<file path="src/rtl/fetch_sequencer.sv">
// fetch_sequencer: owns the PC, reads the instruction memory and
// holds one fetched word for decode behind a valid/ready handshake.
module fetch_sequencer #(
   parameter int ADDR_W    = 8,
   parameter int LAST_ADDR = 4
) (
   input  logic              clk,
   input  logic              rst_n,
   input  logic              start,
   output logic [ADDR_W-1:0] imem_addr,
   input  logic [31:0]       imem_rd,
   output logic              out_valid,
   input  logic              out_ready,
   output logic [31:0]       out_instr,
   output logic [ADDR_W-1:0] out_pc,
   input  logic              redirect_valid,
   input  logic [ADDR_W-1:0] redirect_pc,
   output logic              busy,
   output logic              done
);

   localparam logic [1:0] IDLE  = 2'd0;
   localparam logic [1:0] RUN   = 2'd1;
   localparam logic [1:0] DRAIN = 2'd2;
   localparam logic [1:0] DONE  = 2'd3;

   localparam logic [ADDR_W-1:0] LAST = ADDR_W'(LAST_ADDR);
   localparam logic [ADDR_W-1:0] ONE  = ADDR_W'(1);

   logic [1:0]        state;
   logic [ADDR_W-1:0] pc;
   logic              advance;
   logic              redir;
   logic              at_last;

   assign imem_addr = pc;
   assign busy      = (state == RUN) || (state == DRAIN);
   assign done      = (state == DONE);
   // redirect only means something while a program is in flight
   assign redir     = redirect_valid & busy;
   assign advance   = (state == RUN) & (~out_valid | out_ready);
   assign at_last   = (pc == LAST);

   // sequencing state and PC; redirect overrides everything else
   always_ff @(posedge clk or negedge rst_n) begin
      if (!rst_n) begin
         state <= IDLE;
         pc    <= '0;
      end else if (redir) begin
         state <= RUN;
         pc    <= redirect_pc;
      end else begin
         unique case (state)
            IDLE, DONE: begin
               if (start) begin
                  state <= RUN;
                  pc    <= '0;
               end
            end
            RUN: begin
               if (advance) begin
                  if (at_last) state <= DRAIN;
                  else         pc    <= pc + ONE;
               end
            end
            DRAIN: begin
               if (!out_valid || out_ready) state <= DONE;
            end
            default: state <= IDLE;
         endcase
      end
   end

   // one-entry output stage: flush on redirect, capture on advance
   always_ff @(posedge clk or negedge rst_n) begin
      if (!rst_n) begin
         out_valid <= 1'b0;
         out_instr <= '0;
         out_pc    <= '0;
      end else if (redir) begin
         out_valid <= 1'b0;
      end else if (advance) begin
         out_valid <= 1'b1;
         out_instr <= imem_rd;
         out_pc    <= pc;
      end else if (state == DRAIN && out_ready) begin
         out_valid <= 1'b0;
      end
   end

endmodule

</file>
<file path="config.mk">
export PLATFORM = sky130hd
export DESIGN_NAME = fetch_sequencer
export DESIGN_NICKNAME = d
export VERILOG_FILES = /design/src/rtl/fetch_sequencer.sv
export SDC_FILE = /design/constraint.sdc
export NUM_CORES = 1
export LEC_CHECK = 0
export ABC_CLOCK_PERIOD_IN_PS = 2850
export CAP_MARGIN = 20
export CORE_ASPECT_RATIO = 0.7
export CORE_MARGIN = 1.5
export CORE_UTILIZATION = 43
export DETAILED_ROUTE_END_ITERATION = 7
export GPL_TIMING_DRIVEN = 0
export PLACE_DENSITY_LB_ADDON = 0.08
export SYNTH_ARGS = -nofsm -noshare
export SYNTH_HDL_FRONTEND = slang
export SYNTH_SLANG_ARGS = --single-unit
export TNS_END_PERCENT = 20
</file>
<file path="constraint.sdc">
create_clock -name clk -period 2.85 [get_ports clk]
set_input_delay 0.285 -clock clk [delete_from_list [all_inputs] [get_ports clk]]
set_output_delay 0.285 -clock clk [all_outputs]
set_load 0.01 [all_outputs]
</file>
# [After elaboration in Yosys (flattened, before gate mapping)]
# Cells that the tools add are included.
[classes] n_addsub=1 eq_ne=9 n_mux=14 n_bitwise=5 n_reduce_logical=11
[op_table] operator="$mux 8" n=4
[op_table] operator="$pmux 8 s2" n=1
[op_table] operator="$ne 3x3->1 const B" n=4
[op_table] operator="$mux 2" n=5
[op_table] operator="$add 8x1->8 const B" n=1
[op_table] operator="$eq 8x3->1 const B" n=1
[op_table] operator="$reduce_and 4->1" n=2
[op_table] operator="$pmux 2 s3" n=1
[op_table] operator="$reduce_bool 3->1" n=2
[op_table] operator="$eq 2x2->1 const B" n=2
[op_table] operator="$mux 1" n=3
[op_table] operator="$ne 3x2->1 const B" n=1
[op_table] operator="$and 1x1->1" n=2
[op_table] operator="$eq 2x1->1 const B" n=1
[op_table] operator="$logic_not 2->1" n=1
[op_table] operator="$logic_or 1x1->1" n=2
[op_table] operator="$not 1->1" n=2
[op_table] operator="$reduce_and 2->1" n=1
[op_table] operator="$reduce_or 2->1" n=1
[op_table] operator="$logic_and 1x1->1" n=1
[op_table] operator="$logic_not 1->1" n=1
[op_table] operator="$or 1x1->1" n=1
[word_totals] regBits=51 inputBits=45 output_inout_bits=51 word_cells=45

# [Depth between registers and ports, before layout]
# Gate-level depths: netlist of run 1.
[logic_depth] word_depth=6 mapped_depth=8 ltp_nobuf=6

# [Worst setup path before layout of run 1]
# No wires, ideal clock.
[synth_path] path_type="register to register" start="register pc[0] (netlist: imem_addr[0])" end="register pc[0] (netlist: imem_addr[0])" setup_ps=125 arrival_time_ps=2326 required_ps=2725 path_slack_ps=399 stages_incl_launch_ff=9 path_buffers=2 synth_period_minus_slack_ps=2451 cell_sequence="dfrtp_1 > inv_1 > ha_1 > or4b_1 > or4b_4 > buf_6 > and3_4 > buf_6 > mux2_4"
[synth_between] elab_chain_len=5 elab_cells_between_ends=8 classes_between="add/sub: 1; eq/ne: 2; mux: 4; reduce/logical: 1"
[synth_lines] element="start: declaration" line_no="31" rtl="logic [ADDR_W-1:0] pc;"
[synth_lines] element="start signal: assignment" line_no="51" rtl="pc <= redirect_pc;"
[synth_lines] element="start signal: assignment" line_no="63" rtl="else pc <= pc + ONE;"
[synth_lines] element="$add 8x1->8" line_no="63"
[synth_lines] element="$mux 8" line_no="62" rtl="if (at_last) state <= DRAIN;"
[synth_lines] element="$mux 8" line_no="61" rtl="if (advance) begin"
[synth_lines] element="$pmux 8 s2" line_no="53" rtl="unique case (state)"
[synth_lines] element="$mux 8" line_no="49" rtl="end else if (redir) begin"
# Parallel ways exist; a longest one is shown, timed or not. The select of a mux whose other input is x is not followed.
# A chain may end at the register's enable or synchronous reset.

# [Worst setup path in the final report of run 1]
# Same ends and word-level chain as after synthesis.

==> results.md, run 1 <==
Final layout:
- The count of filler cells inserted in the layout is 425.
- Across the whole layout, storage elements account for 1276 um2.
- The layout cell share with drive strength beyond 1 is 0.2300.
- The area growth from synthesis to final layout is 49.63%.
- The count of non-filler cells in the finished layout is 359.
- 0 antenna diodes ended up in the layout.
- The area taken by multi-input logic gates is 972.2 um2.
- The net count of the finished layout is 337.

Global route:
- The wire length of the first global-routing pass is 8880 um.
- For this run the aggregate overflow at the end of global routing stands at 0.
- The initial antenna violation count was 0.
- Entering global routing, the biggest net connects 37 pins.
- The via count of the first global-routing pass is 1849.
- The total track usage is 0.1907.

Floorplanning:
- The die is 91.31 um wide.
- The floorplan has 22 rows.
- The area of the core is 5258 um2.
- The die covers 5918 um2.
- The initial core utilization is 0.4465.
- The die span in y is 64.82 um.
- 96 I/O pins were placed.

Timing:
- The final sum of negative setup slack is 0 ns.
- The total of endpoints with negative setup slack in the final report is 0.
- Setup repair after global routing left no endpoint under its margin.
- The count of final hold-check violations is 0.
- The final clock period utilization by the worst path is 0.8930.
- At the pin with the least slew margin, the transition time is 0.6777 ns.
- The highest clock frequency the design can meet is 0.3929 GHz.
- Subtracting the final worst setup slack from the clock period gives 2.545 ns.
- The final number of max-transition violations is 0.
- The headroom to the max-slew limit is 0.5462.
- The worst clock skew is 0.006775 ns.

Synth:
- The flip-flop and latch count after synthesis is 51.
- The cell area after technology mapping is 2347 um2.
- The count of flip-flops with a built-in enable after synthesis is 0.
- By area the synthesized netlist is led by sky130_fd_sc_hd__dfrtp_1 54%, sky130_fd_sc_hd__mux2_2 19%, sky130_fd_sc_hd__ha_1 3.2%.
- The synthesis warning total is 0.
- The number of different library cells used by synthesis comes to 37.
- The most repeated cell in the gate-level netlist after synthesis is sky130_fd_sc_hd__dfrtp_1.
- The share of synthesized flip-flops with an asynchronous set or reset is 1.000.
- The simple logic cell fraction of the synthesized area is 0.1007.
- The proportion of synthesized chip area in sequential cells is 0.5437.
- The parity-gate share of the synthesized area counting xor and xnor cells is 0.
- The post-synthesis mux area share is 0.1935.
- The most common flop cell mapped by yosys is sky130_fd_sc_hd__dfrtp_1.
- The cell count after synthesis is 182.
- The compound-gate portion of the synthesized area is 0.08795.
- The area share of the leading cell type in the synthesized netlist is 0.5437.
- The largest family of logic cells by synthesized area is multiplexers.
- A synthesized cell averages 12.90 um2.
- The commonest cells after synthesis are 51 x sky130_fd_sc_hd__dfrtp_1, 39 x sky130_fd_sc_hd__mux2_2, 13 x sky130_fd_sc_hd__nand2_1, 7 x sky130_fd_sc_hd__inv_1.
- The biggest area contributor in the post-synthesis netlist is sky130_fd_sc_hd__dfrtp_1.
- The fraction of the mapped netlist area in adder cells is 0.03198.
- The post-synthesis net count is 233.

Setup path:
- For flop-to-flop paths, the worst setup slack is 0.30 ns.
- The maximum fanout along the worst path is 8.
- Data on the critical path is required at its endpoint by 3.03 ns.
- The worst setup path is launched from a flip-flop.
- For the worst flop-to-flop path, the logic depth is 8.
- The critical path in this run is classified as flip-flop to flip-flop.
- STA puts the critical path data arrival time at 2.73 ns.
- The worst setup path is captured at a flip-flop.

CTS:
- Post-CTS timing repair inserted 0 buffers for setup.
- The depth of the CTS H-tree is 2.
- TritonCTS built the clock tree.
- The cell sitting at the root of the clock tree is a sky130_fd_sc_hd__clkbuf_8.
- The number of sinks on the clock net is 51.
- The number of buffers created by CTS is 5.
- The clock-pin transition on the worst setup and hold timing paths is 0.10 ns.
- The maximum clock insertion buffer count is 2.
- The clock latency at the later pin of the worst-skew pair is 0.30 ns.

Drt:
- Once detail routing completed, the nets flagged for antenna violations numbered 0.
- For this run, design rule violations remaining after detail routing come to 0.
- The DRC marker count from the first detailed-route iteration is 56.
- Summed over all nets, wire length on met3 after detailed routing comes to 347 um.
- The total routed wire length on the met1 layer is 2582 um.
- Detailed routing placed a total of 2361 um of wire on met2.
- The ratio of routed vias to standard cells is 5.042.
- The uppermost metal layer occupied by signal nets is met4.
- The average detailed-routed wire length per instance is 14.80 um.
- The count of TritonRoute iterations in the first routing pass is 4.
- Detailed routing inserted a total of 1810 vias.
- The post-detailed-routing wire length is 5313 um.

Placed design:
- The post-detailed-placement half-perimeter wirelength is 3993 um.
- The number of buffers inserted by port buffering is 95.
- The number of cells after detailed placement is 350.
- The congestion estimate from routability-driven global placement came to 0.7886.

Power:
- IR analysis of the VDD net gives a maximum drop of 0.6141 mV.
- The analysis attributes to cell leakage a power of 1.480 nW.
- For this design the ratio of total power to cell area is 1153 nW/um2.
- Overall power consumption after layout is estimated at 4.049 mW.

Flow run:
- The number of maximum-capacitance constraint violations is 0.

Status:
- The flow ran to the end, and the final reports show no timing, DRC or antenna violations.

Min path:
- The path type of the worst min-delay path is input pin to async pin.
timing repair:
action                                 CTS  global route
gates resized for setup                  0             0
endpoints found under the hold margin   15             0
hold buffers                             1             0
flip-flops by register name (all words and copies together) (netlist names):
name       count
imem_addr      8
out_pc         8
out_instr     32
state          2
out_valid      1
cells by family (layout without fill, tap and decap cells):
logic type	Yosys count	count (layout)
AOI/OAI and AO/OA	27	27
buffers and inverters	17	122
muxes	40	40
adders and majority gates	6	6
and+or+nand+nor	41	41
DFF	51	51
power breakdown:
group	internal [mW]	switching (mW)	leakage (nW)	total, mW
clock network	0.199	0.238	0.0474	0.437
registers	1.08	0.234	0.617	1.32
logic	1.36	0.936	0.816	2.29
total	2.64	1.41	1.48	4.05
layout by cell type, fill, tap and decap left out, drive strengths merged, types with 2 or more instances in the layout:
cell type	count
clkdlybuf4s50	94
dfrtp	51
mux2	40
clkbuf	14
nand2	13
inv	7
o21ai	6
nand3	6
ha	6
a22o	6
o2111ai	5
nor2	4
buf	4
and3	3
and2b	2
nand2b	2
o211ai	2
o31ai	2
nand4	2
a31oi	2
or4b	2
final timing paths:
check	startpoint	to
min in group clk	out_pc[7]	out_pc[7]
worst min register to register	out_pc[7]	out_pc[7]
worst max-delay path	imem_addr[0]	imem_addr[0]
max in group asynchronous	rst_n	out_pc[0]
worst max register to register	imem_addr[0]	imem_addr[0]
worst min-delay path	rst_n	out_instr[25]
per-stage QoR:
step	setup slack, ns	util	instance area [um2]	hold slack [ns]
after floorplan	0.3985	-	2347	-0.01059
after global placement	-0.04105	0.6445	3388	0.4702
after detailed placement	0.2873	0.6473	3403	0.2237
after CTS	0.2982	0.6680	3512	0.4421
after global routing	0.1417	0.6680	3512	0.4651
final	0.3049	0.6680	3512	0.4358
routing by layer:
metal	GRT usage	up-vias
met5	0	-
met3	0.05634	2
met1	0.2644	892
met2	0.2948	55
met4	0.04688	0
li1	-	861
final cells by class:
type,instances,share of cell area
timing repair buffer,97,0.2779
sequential,51,0.3634
multi-input combinational,114,0.2768
clock inverter,2,0.004631
clock buffer,6,0.02351
tap,72,0.02565
inverter,7,0.007481
buffer,10,0.02066
critical path: stages (launching register included):
cell and delay (ns):
sky130_fd_sc_hd__dfrtp_1 0.46, sky130_fd_sc_hd__inv_1 0.10, sky130_fd_sc_hd__ha_1 0.13, sky130_fd_sc_hd__or4b_1 0.46
sky130_fd_sc_hd__or4b_4 0.54, sky130_fd_sc_hd__buf_6 0.15, sky130_fd_sc_hd__and3_4 0.17, sky130_fd_sc_hd__buf_6 0.13
sky130_fd_sc_hd__mux2_4 0.29
Power figures use the tool's default switching activity.
==> inputs of run 2 (changes only) <==
- CTS_CLUSTER_DIAMETER: default -> 80
==> results of run 2 <==
Final layout, timing and power as in run 1 (identical DEF).
